**config.mk**
```make
export PLATFORM = sky130hd
export DESIGN_NAME = hazard_detection_unit_flat
export DESIGN_NICKNAME = d
export VERILOG_FILES = /design/src/rtl/hazard_detection_unit_if.sv /design/src/rtl/hazard_detection_unit.sv /design/src/flat_wrapper.sv
export SDC_FILE = /design/constraint.sdc
export NUM_CORES = 1
export LEC_CHECK = 0
export BUFFER_PORTS_ARGS = -buffer_cell sky130_fd_sc_hd__buf_2
export CAP_MARGIN = 25
export CORE_MARGIN = 5
export CORE_UTILIZATION = 44
export CTS_BUF_LIST = sky130_fd_sc_hd__clkbuf_4
export CTS_CLUSTER_DIAMETER = 50
export CTS_CLUSTER_SIZE = 28
export DETAILED_ROUTE_END_ITERATION = 7
export HOLD_SLACK_MARGIN = 0.08
export PLACE_DENSITY = 0.84
export SLEW_MARGIN = 20
export SYNTH_ARGS = -nofsm -noshare
export SYNTH_HDL_FRONTEND = slang
export SYNTH_SLANG_ARGS = --single-unit
```
**constraint.sdc**
```tcl
create_clock -name clk -period 2 [get_ports clk]
set_clock_uncertainty 0.15 [all_clocks]
set_input_delay 0.2 -clock clk [delete_from_list [all_inputs] [get_ports clk]]
set_output_delay 0.2 -clock clk [all_outputs]
set_load 0.02 [all_outputs]
```
**src/rtl/hazard_detection_unit_if.sv**
```systemverilog
// hazard_detection_unit_if: opcode slots in, stall flags and stall-cycle count out
interface hazard_detection_unit_if #(
   parameter int OPCODE_W = 4,
   parameter int CNT_W    = 16
);
   logic [OPCODE_W-1:0] current_opcode;
   logic [OPCODE_W-1:0] previous_opcode;
   logic [OPCODE_W-1:0] previous_previous_opcode;
   logic                stall_current;
   logic                stall_previous;
   logic                stall_any;
   logic [CNT_W-1:0]    stall_cycles;
   modport master (
      output current_opcode, previous_opcode, previous_previous_opcode,
      input  stall_current, stall_previous, stall_any, stall_cycles
   );
   modport slave (
      input  current_opcode, previous_opcode, previous_previous_opcode,
      output stall_current, stall_previous, stall_any, stall_cycles
   );
endinterface

```
**src/rtl/hazard_detection_unit.sv**
```systemverilog
// hazard_detection_unit: combinational stall flags plus a saturating stall-cycle counter
module hazard_detection_unit #(
   parameter int                  OPCODE_W   = 4,
   parameter logic [OPCODE_W-1:0] HAZ_OPCODE = 4'b1010,
   parameter int                  CNT_W      = 16
) (
   input logic                     clk,
   input logic                     rst_n,
   hazard_detection_unit_if.slave  bus
);
   logic [CNT_W-1:0] cnt;
   always_comb begin
      bus.stall_current  = rst_n && (bus.current_opcode == HAZ_OPCODE);
      bus.stall_previous = rst_n && ((bus.previous_opcode == HAZ_OPCODE) ||
                                     (bus.previous_previous_opcode == HAZ_OPCODE));
      bus.stall_any      = bus.stall_current || bus.stall_previous;
   end
   always_ff @(posedge clk or negedge rst_n)
      if (!rst_n) cnt <= '0;
      else if (bus.stall_any && cnt != '1) cnt <= cnt + 1'b1;
   assign bus.stall_cycles = cnt;
endmodule

```
**src/flat_wrapper.sv**
```systemverilog
// flat-port wrapper written by rule: the top's interface ports become plain ports
module hazard_detection_unit_flat 
#(
   parameter int                  OPCODE_W   = 4,
   parameter logic [OPCODE_W-1:0] HAZ_OPCODE = 4'b1010,
   parameter int                  CNT_W      = 16
)
  (clk, rst_n, bus_current_opcode, bus_previous_opcode, bus_previous_previous_opcode, bus_stall_current, bus_stall_previous, bus_stall_any, bus_stall_cycles);
  hazard_detection_unit_if #(.OPCODE_W(OPCODE_W), .CNT_W(CNT_W)) bus_i ();
  input logic clk;
  input logic rst_n;
  input wire logic [$bits(bus_i.current_opcode)-1:0] bus_current_opcode;
  input wire logic [$bits(bus_i.previous_opcode)-1:0] bus_previous_opcode;
  input wire logic [$bits(bus_i.previous_previous_opcode)-1:0] bus_previous_previous_opcode;
  output wire logic [$bits(bus_i.stall_current)-1:0] bus_stall_current;
  output wire logic [$bits(bus_i.stall_previous)-1:0] bus_stall_previous;
  output wire logic [$bits(bus_i.stall_any)-1:0] bus_stall_any;
  output wire logic [$bits(bus_i.stall_cycles)-1:0] bus_stall_cycles;
  assign bus_i.current_opcode = bus_current_opcode;
  assign bus_i.previous_opcode = bus_previous_opcode;
  assign bus_i.previous_previous_opcode = bus_previous_previous_opcode;
  assign bus_stall_current = bus_i.stall_current;
  assign bus_stall_previous = bus_i.stall_previous;
  assign bus_stall_any = bus_i.stall_any;
  assign bus_stall_cycles = bus_i.stall_cycles;
  hazard_detection_unit #(.OPCODE_W(OPCODE_W), .HAZ_OPCODE(HAZ_OPCODE), .CNT_W(CNT_W)) u_core (.clk(clk), .rst_n(rst_n), .bus(bus_i));
endmodule
```
# --- Word-level counts from Yosys, hierarchy flattened ---
# Cells that the tools add are included.
totals:
  register_bits: 16
  latch_bits: 0
  ramBits: 0
  romBits: 0
  inputBits: 14
  out_inout_bits: 19
  word_cells: 11
  mem_count: 0
op_classes:
  n_addsub: 1
  n_mul: 0
  n_div: 0
  order_cmp: 0
  n_eq_ne: 4
  n_shift: 0
  n_mux: 0
  n_bitwise: 0
  n_reduce_logical: 5
ops:
  columns: ["cell", "count"]
  rows:
  - ["16-bit by 1-bit adder with 16-bit output, second input constant", 1]
  - ["16-bit != test, second input constant", 1]
  - ["4-bit == test, second input constant", 3]
  - ["1-bit logical AND", 3]
  - ["1-bit logical OR", 2]

# --- Depth between registers and ports, before layout ---
# Gate-level depths: netlist of run 1.
depth:
  depth_word: 5
  mapped_depth: 6
  mapped_depth_nobuf: 6

# --- Worst setup path before layout of run 1 ---
# OpenSTA, ideal clock, no wires.
synth_path:
  path_kind: "register to register"
  start: "reg u_core.cnt[0], in the netlist u_core.bus.stall_cycles[0]"
  end: "reg u_core.cnt[14], in the netlist u_core.bus.stall_cycles[14]"
  setup_ns: 0.127
  arrival_time_ns: 1.715
  t_required_ns: 1.723
  slack_ns: 0.007
  stages_incl_launch_ff: 7
  synth_period_minus_slack_ns: 1.993
  cell_sequence: "dfrtp_1 -> ha_1 -> nand3_1 -> nor4_4 -> o21ai_2 -> nor2_1 -> mux2_1"
synth_via:
  elab_chain_cells: 2
  word_cells_on_any_way: 3
  classes_between: "1 x add/sub; 1 x eq/ne; 1 x reduce/logical"
synth_lines:
  columns: ["item", "line_no", "source"]
  rows:
  - ["start, declared", "hazard_detection_unit.sv:11", "logic [CNT_W-1:0] cnt;"]
  - ["start signal, assigned", "hazard_detection_unit.sv:20", "else if (bus.stall_any && cnt != '1) cnt <= cnt + 1'b1;"]
  - ["branches (longest 2 deep; another with 16-bit by 1-bit adder with 16-bit output)", null, null]
# Parallel ways; which one is timed is not known.
# A chain may end at the register's enable or synchronous reset.

# --- Worst setup path after layout of run 1 ---
layout_path:
  start: "reg u_core.cnt[1], in the netlist u_core.bus.stall_cycles[1]"
  end: "reg u_core.cnt[8], in the netlist u_core.bus.stall_cycles[8]"
# Same word-level chain as after synthesis.

==> impl_summary.log, run 1 <==
INFO  metric first_pass_iters = 4
INFO  metric post_synth_inst_count = 77
INFO  metric grt_overflow = 0
INFO  metric drtAntennaViolNets = 0
INFO  metric synth_warnings = 0
INFO  metric setup_repair_after_global_routing_missed_its_margin = yes
INFO  metric post-route-drc-count = 0
INFO  metric initial_utilization = 0.477
INFO  metric internal_power = 575 uW
INFO  metric setup_violations = 0
INFO  metric synthesis.area = 842 sq um
INFO  metric worstPathMaxFanout = 8
INFO  metric worstPathBufferInverterCount = 1
INFO  metric via_per_inst = 5.19
INFO  metric power_frac_clock = 0.199
INFO  metric clk_transition_reported_paths = 0.09 ns
INFO  metric final.hold.worst_slack = 0.199 ns
INFO  metric worstReg2RegStart = u_core.bus.stall_cycles[1]
INFO  metric ctsHtreeMaxLevel = 1
INFO  metric first_global_vias = 805
INFO  metric largest_reg_flops = 16
INFO  metric wl_per_cell = 14.4 um
INFO  metric timing_worst_setup_path_type = reg -> reg
INFO  metric place.gp.congestion = 0.766
INFO  metric wirelength = 2170 um
INFO  metric antenna_cells = 0
INFO  metric grt_max_degree = 12
INFO  metric worst_ep_required_time = 2.03 ns
INFO  metric post_route_cells_drive_above_1_share = 0.456
INFO  metric post_dp_cell_area = 1060 sq um
INFO  metric cp_slowest_stage_delay = 0.43 ns
INFO  metric max-slew-margin-rel = 0.753
INFO  metric finalWorstPathRequiredPeriod = 1.95 ns
INFO  metric utilization = 0.672
INFO  metric tritoncts = done
INFO  metric number_of_storage_elements_in_the_synthesis_netlist = 16
INFO  metric run_status = finished clean
INFO  metric worst_slew_pin_slew = 0.369 ns
INFO  metric pwr-share-comb = 0.327
INFO  metric cts_root_buffer = clkbuf_4
INFO  metric layout.nets = 141
INFO  metric vias = 779
INFO  metric timing.critical_path.from_type = flop
INFO  metric report.final.slew_viol_count = 0
INFO  metric irDropWorstVdd = 630 uV
INFO  metric power.leakage = 0.000617 uW
INFO  metric die-area = 2890 sq um
INFO  metric total_grt_usage = 0.164
INFO  metric hold_path.startpoint = bus_current_opcode[0]
INFO  metric dp_hpwl = 1620 um
INFO  metric synthesis.area_per_instance = 10.9 sq um
INFO  metric maxCapViolations = 0
INFO  metric cell_family_with_most_cp_delay = simple AND/OR/NAND/NOR gates
INFO  metric placement_rows = 15
INFO  metric final_hold_viol_count = 0
INFO  metric synth_seq_area_share = 0.475
INFO  metric achievable-frequency = 0.513 GHz
INFO  metric reg2reg_slack = 0.05 ns
INFO  metric synth.lib_cells_used.distinct = 26
INFO  metric area_growth_from_synthesis_to_layout = 40.7%
INFO  metric clock-sinks = 16
INFO  metric postSynthNetCount = 92
INFO  metric share_seq_of_total_power = 0.474
INFO  metric layout.cell_area.non_filler = 1180 sq um
INFO  metric nature_of_the_critical_path_endpoint = flop
INFO  metric share_of_the_clock_period_used_by_the_worst_path_after_layout = 0.976
INFO  metric pwr_density_cell = 745 nW/um^2
INFO  metric die-width = 53.7 um
INFO  metric design.portCount = 33
INFO  metric cp.arrival = 1.98 ns
INFO  metric drt_first_iter_violations = 17
INFO  metric die_height = 53.7 um
INFO  metric port_buffers = 32
INFO  metric p_switching = 308 uW
INFO  metric ff2ff_path_depth = 7
INFO  metric number_of_antenna_violations_at_the_first_check_in_global_routing = 0
INFO  metric coreArea = 1760 sq um
INFO  metric clock_latency = 0.29 ns
INFO  metric worstHoldEndpoint = u_core.bus.stall_cycles[12]
INFO  metric hold_class = in -> reg
INFO  metric whs_path_depth = 4
INFO  metric clock_tree.buffer_depth = 2
INFO  metric timing.critical_path.cells = ha_4 > nand3_4 > nor4_4 > buf_4 > a2bb2oi_4 > and3_4 > xor2_1
INFO  metric critical_path.reg2reg.endpoint = u_core.bus.stall_cycles[8]
INFO  metric first_pass_grt_wire_length = 3420 um
INFO  metric tritoncts.num_buffers = 3
INFO  metric p_sw_frac = 0.349
INFO  metric slowest_stage = dfrtp_1
cell usage after synthesis, drive strengths merged:
library cell  instances  share of area
a21oi                 1         0.0059
a2bb2oi               1          0.031
and2                  1         0.0074
and3                  3          0.024
dfrtp                16           0.48
ha                    1          0.015
inv                   2         0.0089
mux2                  1          0.013
mux2i                 2          0.024
nand2                 9          0.040
nand3                 6          0.042
nand4                 5          0.037
nand4b                1          0.010
nor2                  8          0.039
nor4                  1          0.025
nor4bb                2          0.024
o21a                  1          0.010
o21ai                 1          0.010
o2bb2ai               1          0.018
or2                   1         0.0074
or3                   1         0.0074
xnor2                 9          0.094
xor2                  3          0.031
placed cells by master (no fill, tap or decap), types with 2 or more instances in the layout:
| cell type | Yosys | routed |
|---|---|---|
| buf_2 | 0 | 32 |
| buf_4 | 0 | 10 |
| clkbuf_4 | 0 | 3 |
| dfrtp_1 | 16 | 16 |
| dlygate4sd3_1 | 0 | 2 |
| inv_1 | 2 | 2 |
| mux2i_1 | 2 | 2 |
| nand2_1 | 9 | 9 |
| nand3_1 | 5 | 4 |
| nand4_1 | 5 | 5 |
| nor2_1 | 7 | 7 |
| nor4bb_1 | 2 | 2 |
| xnor2_1 | 9 | 9 |
| xor2_1 | 3 | 3 |
cell families after synthesis:
kind of cell / share of synthesized area
AND/OR/NAND/NOR: 0.263
multiplexers: 0.0371
AO/OA/AOI/OAI: 0.0758
adder cells (fa/ha/maj): 0.0149
XOR/XNOR: 0.125
buffers and inverters: 0.00892
flip-flops: 0.475
worst reg2reg max path, cell delays in order (launching register included):
cell and delay [ns]:
dfrtp_1 0.43, ha_4 0.18, nand3_4 0.09, nor4_4 0.40
buf_4 0.19, a2bb2oi_4 0.08, and3_4 0.19, xor2_1 0.14
through the flow:
step	std cells	total power (uW)	setup WS, ns	TNS [ns]
global placement	138	614	0.114	0
global route	150	923	-0.0310	-0.0659
floorplan	77	523	0.00714	0
finish	150	883	0.0488	0
detailed placement	138	625	0.0623	0
CTS	144	800	0.0588	0
per-layer routing:
layer	wire length (um)	up-vias	track usage
met5	0	-	0
met2	982	38	0.268
met1	913	369	0.195
met4	72	0	0.111
met3	199	7	0.0305
li1	-	365	-
power by group through the flow:
stage,Clock [uW],Combinational [uW],Sequential (uW)
final,176,288,419
after global routing,189,308,427
after CTS,176,220,404
after detailed placement,0,215,410
after global placement,0,209,405
after floorplan,0,63.1,460
layout make-up:
type	count	area, sq um
clock buffers	3	22.5
clock inverters	1	3.75
repair buffers	44	255
multi-input cells	59	464
inverters	2	7.51
well taps	25	31.3
fillers	160	579
flip-flops and latches	16	400
how the worst max path moves through the flow:
| stage | to | from | depth (start not counted) | slack [ns] |
|---|---|---|---|---|
| after detailed placement | u_core.bus.stall_cycles[14] | u_core.bus.stall_cycles[1] | 6 | 0.06 |
| after floorplan | u_core.bus.stall_cycles[14] | u_core.bus.stall_cycles[0] | 6 | 0.007 |
| final | u_core.bus.stall_cycles[8] | u_core.bus.stall_cycles[1] | 7 | 0.05 |
| after CTS | u_core.bus.stall_cycles[14] | u_core.bus.stall_cycles[1] | 6 | 0.06 |
| after global placement | u_core.bus.stall_cycles[14] | u_core.bus.stall_cycles[1] | 6 | 0.11 |
| after global routing | u_core.bus.stall_cycles[14] | u_core.bus.stall_cycles[1] | 6 | -0.03 |
timing repair:
item / CTS / global route
endpoints found under the setup margin: 0 / 5
hold endpoints to repair: 16 / 0
resized for setup: 0 / 5
hold buffers: 2 / 0
setup buffers: 0 / 6
Note: power is estimated with default switching activity, not from simulation.
==> run 2, diff against run 1 <==
CTS_BUF_LIST = sky130_fd_sc_hd__clkbuf_4 sky130_fd_sc_hd__clkbuf_8   (was sky130_fd_sc_hd__clkbuf_4)
==> impl_summary.log, run 2 (synthesis gave the netlist of run 1 again) <==
INFO  metric area_growth_from_synthesis_to_layout = 41.9%
INFO  metric finalWorstPathRequiredPeriod = 1.96 ns (+0.0126 ns)
INFO  metric max-slew-margin-rel = 0.754 (+0.00145)
INFO  metric timing.setup.tns = 0 ns (unchanged)
INFO  metric tritoncts = done
INFO  metric worst_slew_pin_slew = 0.367 ns (-0.00217 ns)
INFO  metric die-width = 53.7 um (unchanged)
INFO  metric pwr_density_cell = 766 nW/um^2 (+2.8%)
INFO  metric place_inst = 138 (unchanged)
INFO  metric cell_family_with_most_cp_delay = simple AND/OR/NAND/NOR gates
INFO  metric first_pass_grt_wire_length = 3410 um (-0.20%)
INFO  metric antenna_cells = 0 (unchanged)
INFO  metric report.final.slew_viol_count = 0 (unchanged)
INFO  metric grt_overflow = 0 (unchanged)
INFO  metric cp_slowest_stage_delay = 0.42 ns (about the same)
INFO  metric post_route_cells_drive_above_1_share = 0.464 (+0.00800)
INFO  metric share_of_the_clock_period_used_by_the_worst_path_after_layout = 0.982 (+0.00631)
INFO  metric timing.critical_path.from_type = flop
INFO  metric cp_common_cell = buf_4
INFO  metric first_global_vias = 791 (-1.7%)
INFO  metric reg2reg_slack = 0.04 ns (about the same)
INFO  metric cp.arrival = 2.02 ns (+0.04 ns)
INFO  metric mostFrequentLayoutCell = buf_2
INFO  metric most_frequent_cells_in_the_layout = buf_2 (32), dfrtp_1 (16), buf_4 (10)
INFO  metric hold_class = in -> reg
INFO  metric worstReg2RegStart = u_core.bus.stall_cycles[1]
INFO  metric wl_per_cell = 14.8 um (+2.1%)
INFO  metric wirelength = 2210 um (+2.1%)
INFO  metric tritoncts.num_buffers = 3 (unchanged)
INFO  metric utilization = 0.677 (+0.00567)
INFO  metric maxCapViolations = 0 (unchanged)
INFO  metric whs_path_depth = 4 (unchanged)
INFO  metric layout.nets = 141 (unchanged)
INFO  metric final.hold.worst_slack = 0.199 ns (-0.0000690 ns)
INFO  metric via_per_inst = 5.27 (+1.5%)
INFO  metric worst_ep_required_time = 2.06 ns (+0.03 ns)
INFO  metric total_grt_usage = 0.163 (-0.00175)
INFO  metric pre_cts_ws = 0.0623 ns (unchanged)
INFO  metric final_hold_viol_count = 0 (unchanged)
INFO  metric layout.cells.non_filler = 150 (unchanged)
INFO  metric setup_violations = 0 (unchanged)
INFO  metric timing.critical_path.cells = ha_4 > nand3_4 > nor4_4 > buf_4 > a2bb2oi_4 > buf_4 > nand2_1 > xnor2_1
INFO  metric achievable-frequency = 0.509 GHz (-0.64%)
INFO  metric power.leakage = 0.000623 uW (+0.88%)
INFO  metric ff2ff_path_depth = 8 (+1)
INFO  metric drt_first_iter_violations = 17 (unchanged)
INFO  metric slowest_stage = dfrtp_1
INFO  metric port_buffers = 32 (unchanged)
INFO  metric cts_root_buffer = clkbuf_4
INFO  metric place.gp.congestion = 0.766 (unchanged)
INFO  metric timing_worst_setup_path_type = reg -> reg
INFO  metric post-route-worst-setup-slack = 0.0362 ns (-0.0126 ns)
INFO  metric clock_latency = 0.29 ns (about the same)
INFO  metric number_of_antenna_violations_at_the_first_check_in_global_routing = 0 (unchanged)
INFO  metric hold_path.startpoint = bus_current_opcode[0]
INFO  metric die_height = 53.7 um (unchanged)
INFO  metric post-route-drc-count = 0 (unchanged)
INFO  metric clock_tree.buffer_depth = 2 (unchanged)
INFO  metric largest_reg_flops = 16 (unchanged)
INFO  metric grt_max_degree = 12 (unchanged)
INFO  metric irDropWorstVdd = 628 uV (-0.34%)
INFO  metric vias = 791 (+1.5%)
INFO  metric worstHoldEndpoint = u_core.bus.stall_cycles[12]
INFO  metric clock-sinks = 16 (unchanged)
INFO  metric coreArea = 1760 sq um (unchanged)
INFO  metric initial_utilization = 0.477 (unchanged)
INFO  metric design.portCount = 33 (unchanged)
INFO  metric first_pass_iters = 4 (unchanged)
INFO  metric worstPathBufferInverterCount = 2 (+1)
INFO  metric worstPathMaxFanout = 8 (unchanged)
INFO  metric nature_of_the_critical_path_endpoint = flop
INFO  metric die-area = 2890 sq um (unchanged)
INFO  metric dp_hpwl = 1620 um (unchanged)
INFO  metric placement_rows = 15 (unchanged)
INFO  metric run_status = finished clean
INFO  metric critical_path.reg2reg.endpoint = u_core.bus.stall_cycles[2]
INFO  metric clk_transition_reported_paths = 0.09 ns (about the same)
INFO  metric ctsHtreeMaxLevel = 1 (unchanged)
INFO  metric drtAntennaViolNets = 0 (unchanged)
## run 2: cell types whose count changed in the layout (fill, tap and decap cells not counted), sizes merged
cell	change
clkinv	-1
clkbuf	+1
## run 2: where the power goes
part / switching (uW) / internal (uW)
logic: 149 / 135
clock network: 102 / 111
registers: 56.7 / 361
## run 2: cell type report
| class | instances | area [sq um] |
|---|---|---|
| repair buffers | 44 | 255 |
| well taps | 25 | 31.3 |
| multi-input cells | 59 | 464 |
| flip-flops and latches | 16 | 400 |
| inverters | 2 | 7.51 |
| fillers | 150 | 569 |
| clock buffers | 4 | 36.3 |
## run 2: worst max-delay path by stage
| stage | slack (ns) | cells after the start | from | endpoint |
|---|---|---|---|---|
| CTS | 0.06 | 6 | u_core.bus.stall_cycles[1] | u_core.bus.stall_cycles[14] |
| global placement | 0.11 | 6 | u_core.bus.stall_cycles[1] | u_core.bus.stall_cycles[14] |
| global route | -0.05 | 8 | u_core.bus.stall_cycles[1] | u_core.bus.stall_cycles[2] |
| detailed placement | 0.06 | 6 | u_core.bus.stall_cycles[1] | u_core.bus.stall_cycles[14] |
| floorplan | 0.007 | 6 | u_core.bus.stall_cycles[0] | u_core.bus.stall_cycles[14] |
| finish | 0.04 | 8 | u_core.bus.stall_cycles[1] | u_core.bus.stall_cycles[2] |
## run 2: layer usage
layer | vias up | GRT usage | wire (um)
li1 | 366 | - | -
met1 | 385 | 0.193 | 975
met2 | 34 | 0.276 | 1020
met3 | 6 | 0.0277 | 163
met4 | 0 | 0.0894 | 58
met5 | - | 0 | 0
## run 2: through the flow
step / power, uW / instance area [sq um]
global placement: 614 / 1060
global route: 954 / 1190
floorplan: 523 / 842
detailed placement: 625 / 1060
CTS: 839 / 1120
finish: 915 / 1190
## run 2: what timing repair did
item / in CTS / in global routing
resized for setup: 0 / 5
endpoints found under the hold margin: 16 / 0
buffers inserted: 0 / 6
hold buffers: 2 / 0
setup endpoints to repair: 0 / 5
## run 2: tightest hold or removal path, stage by stage
cell and delay (ns):
buf_2 0.08, nor2_2 0.07, o21ai_2 0.17, mux2i_1 0.07
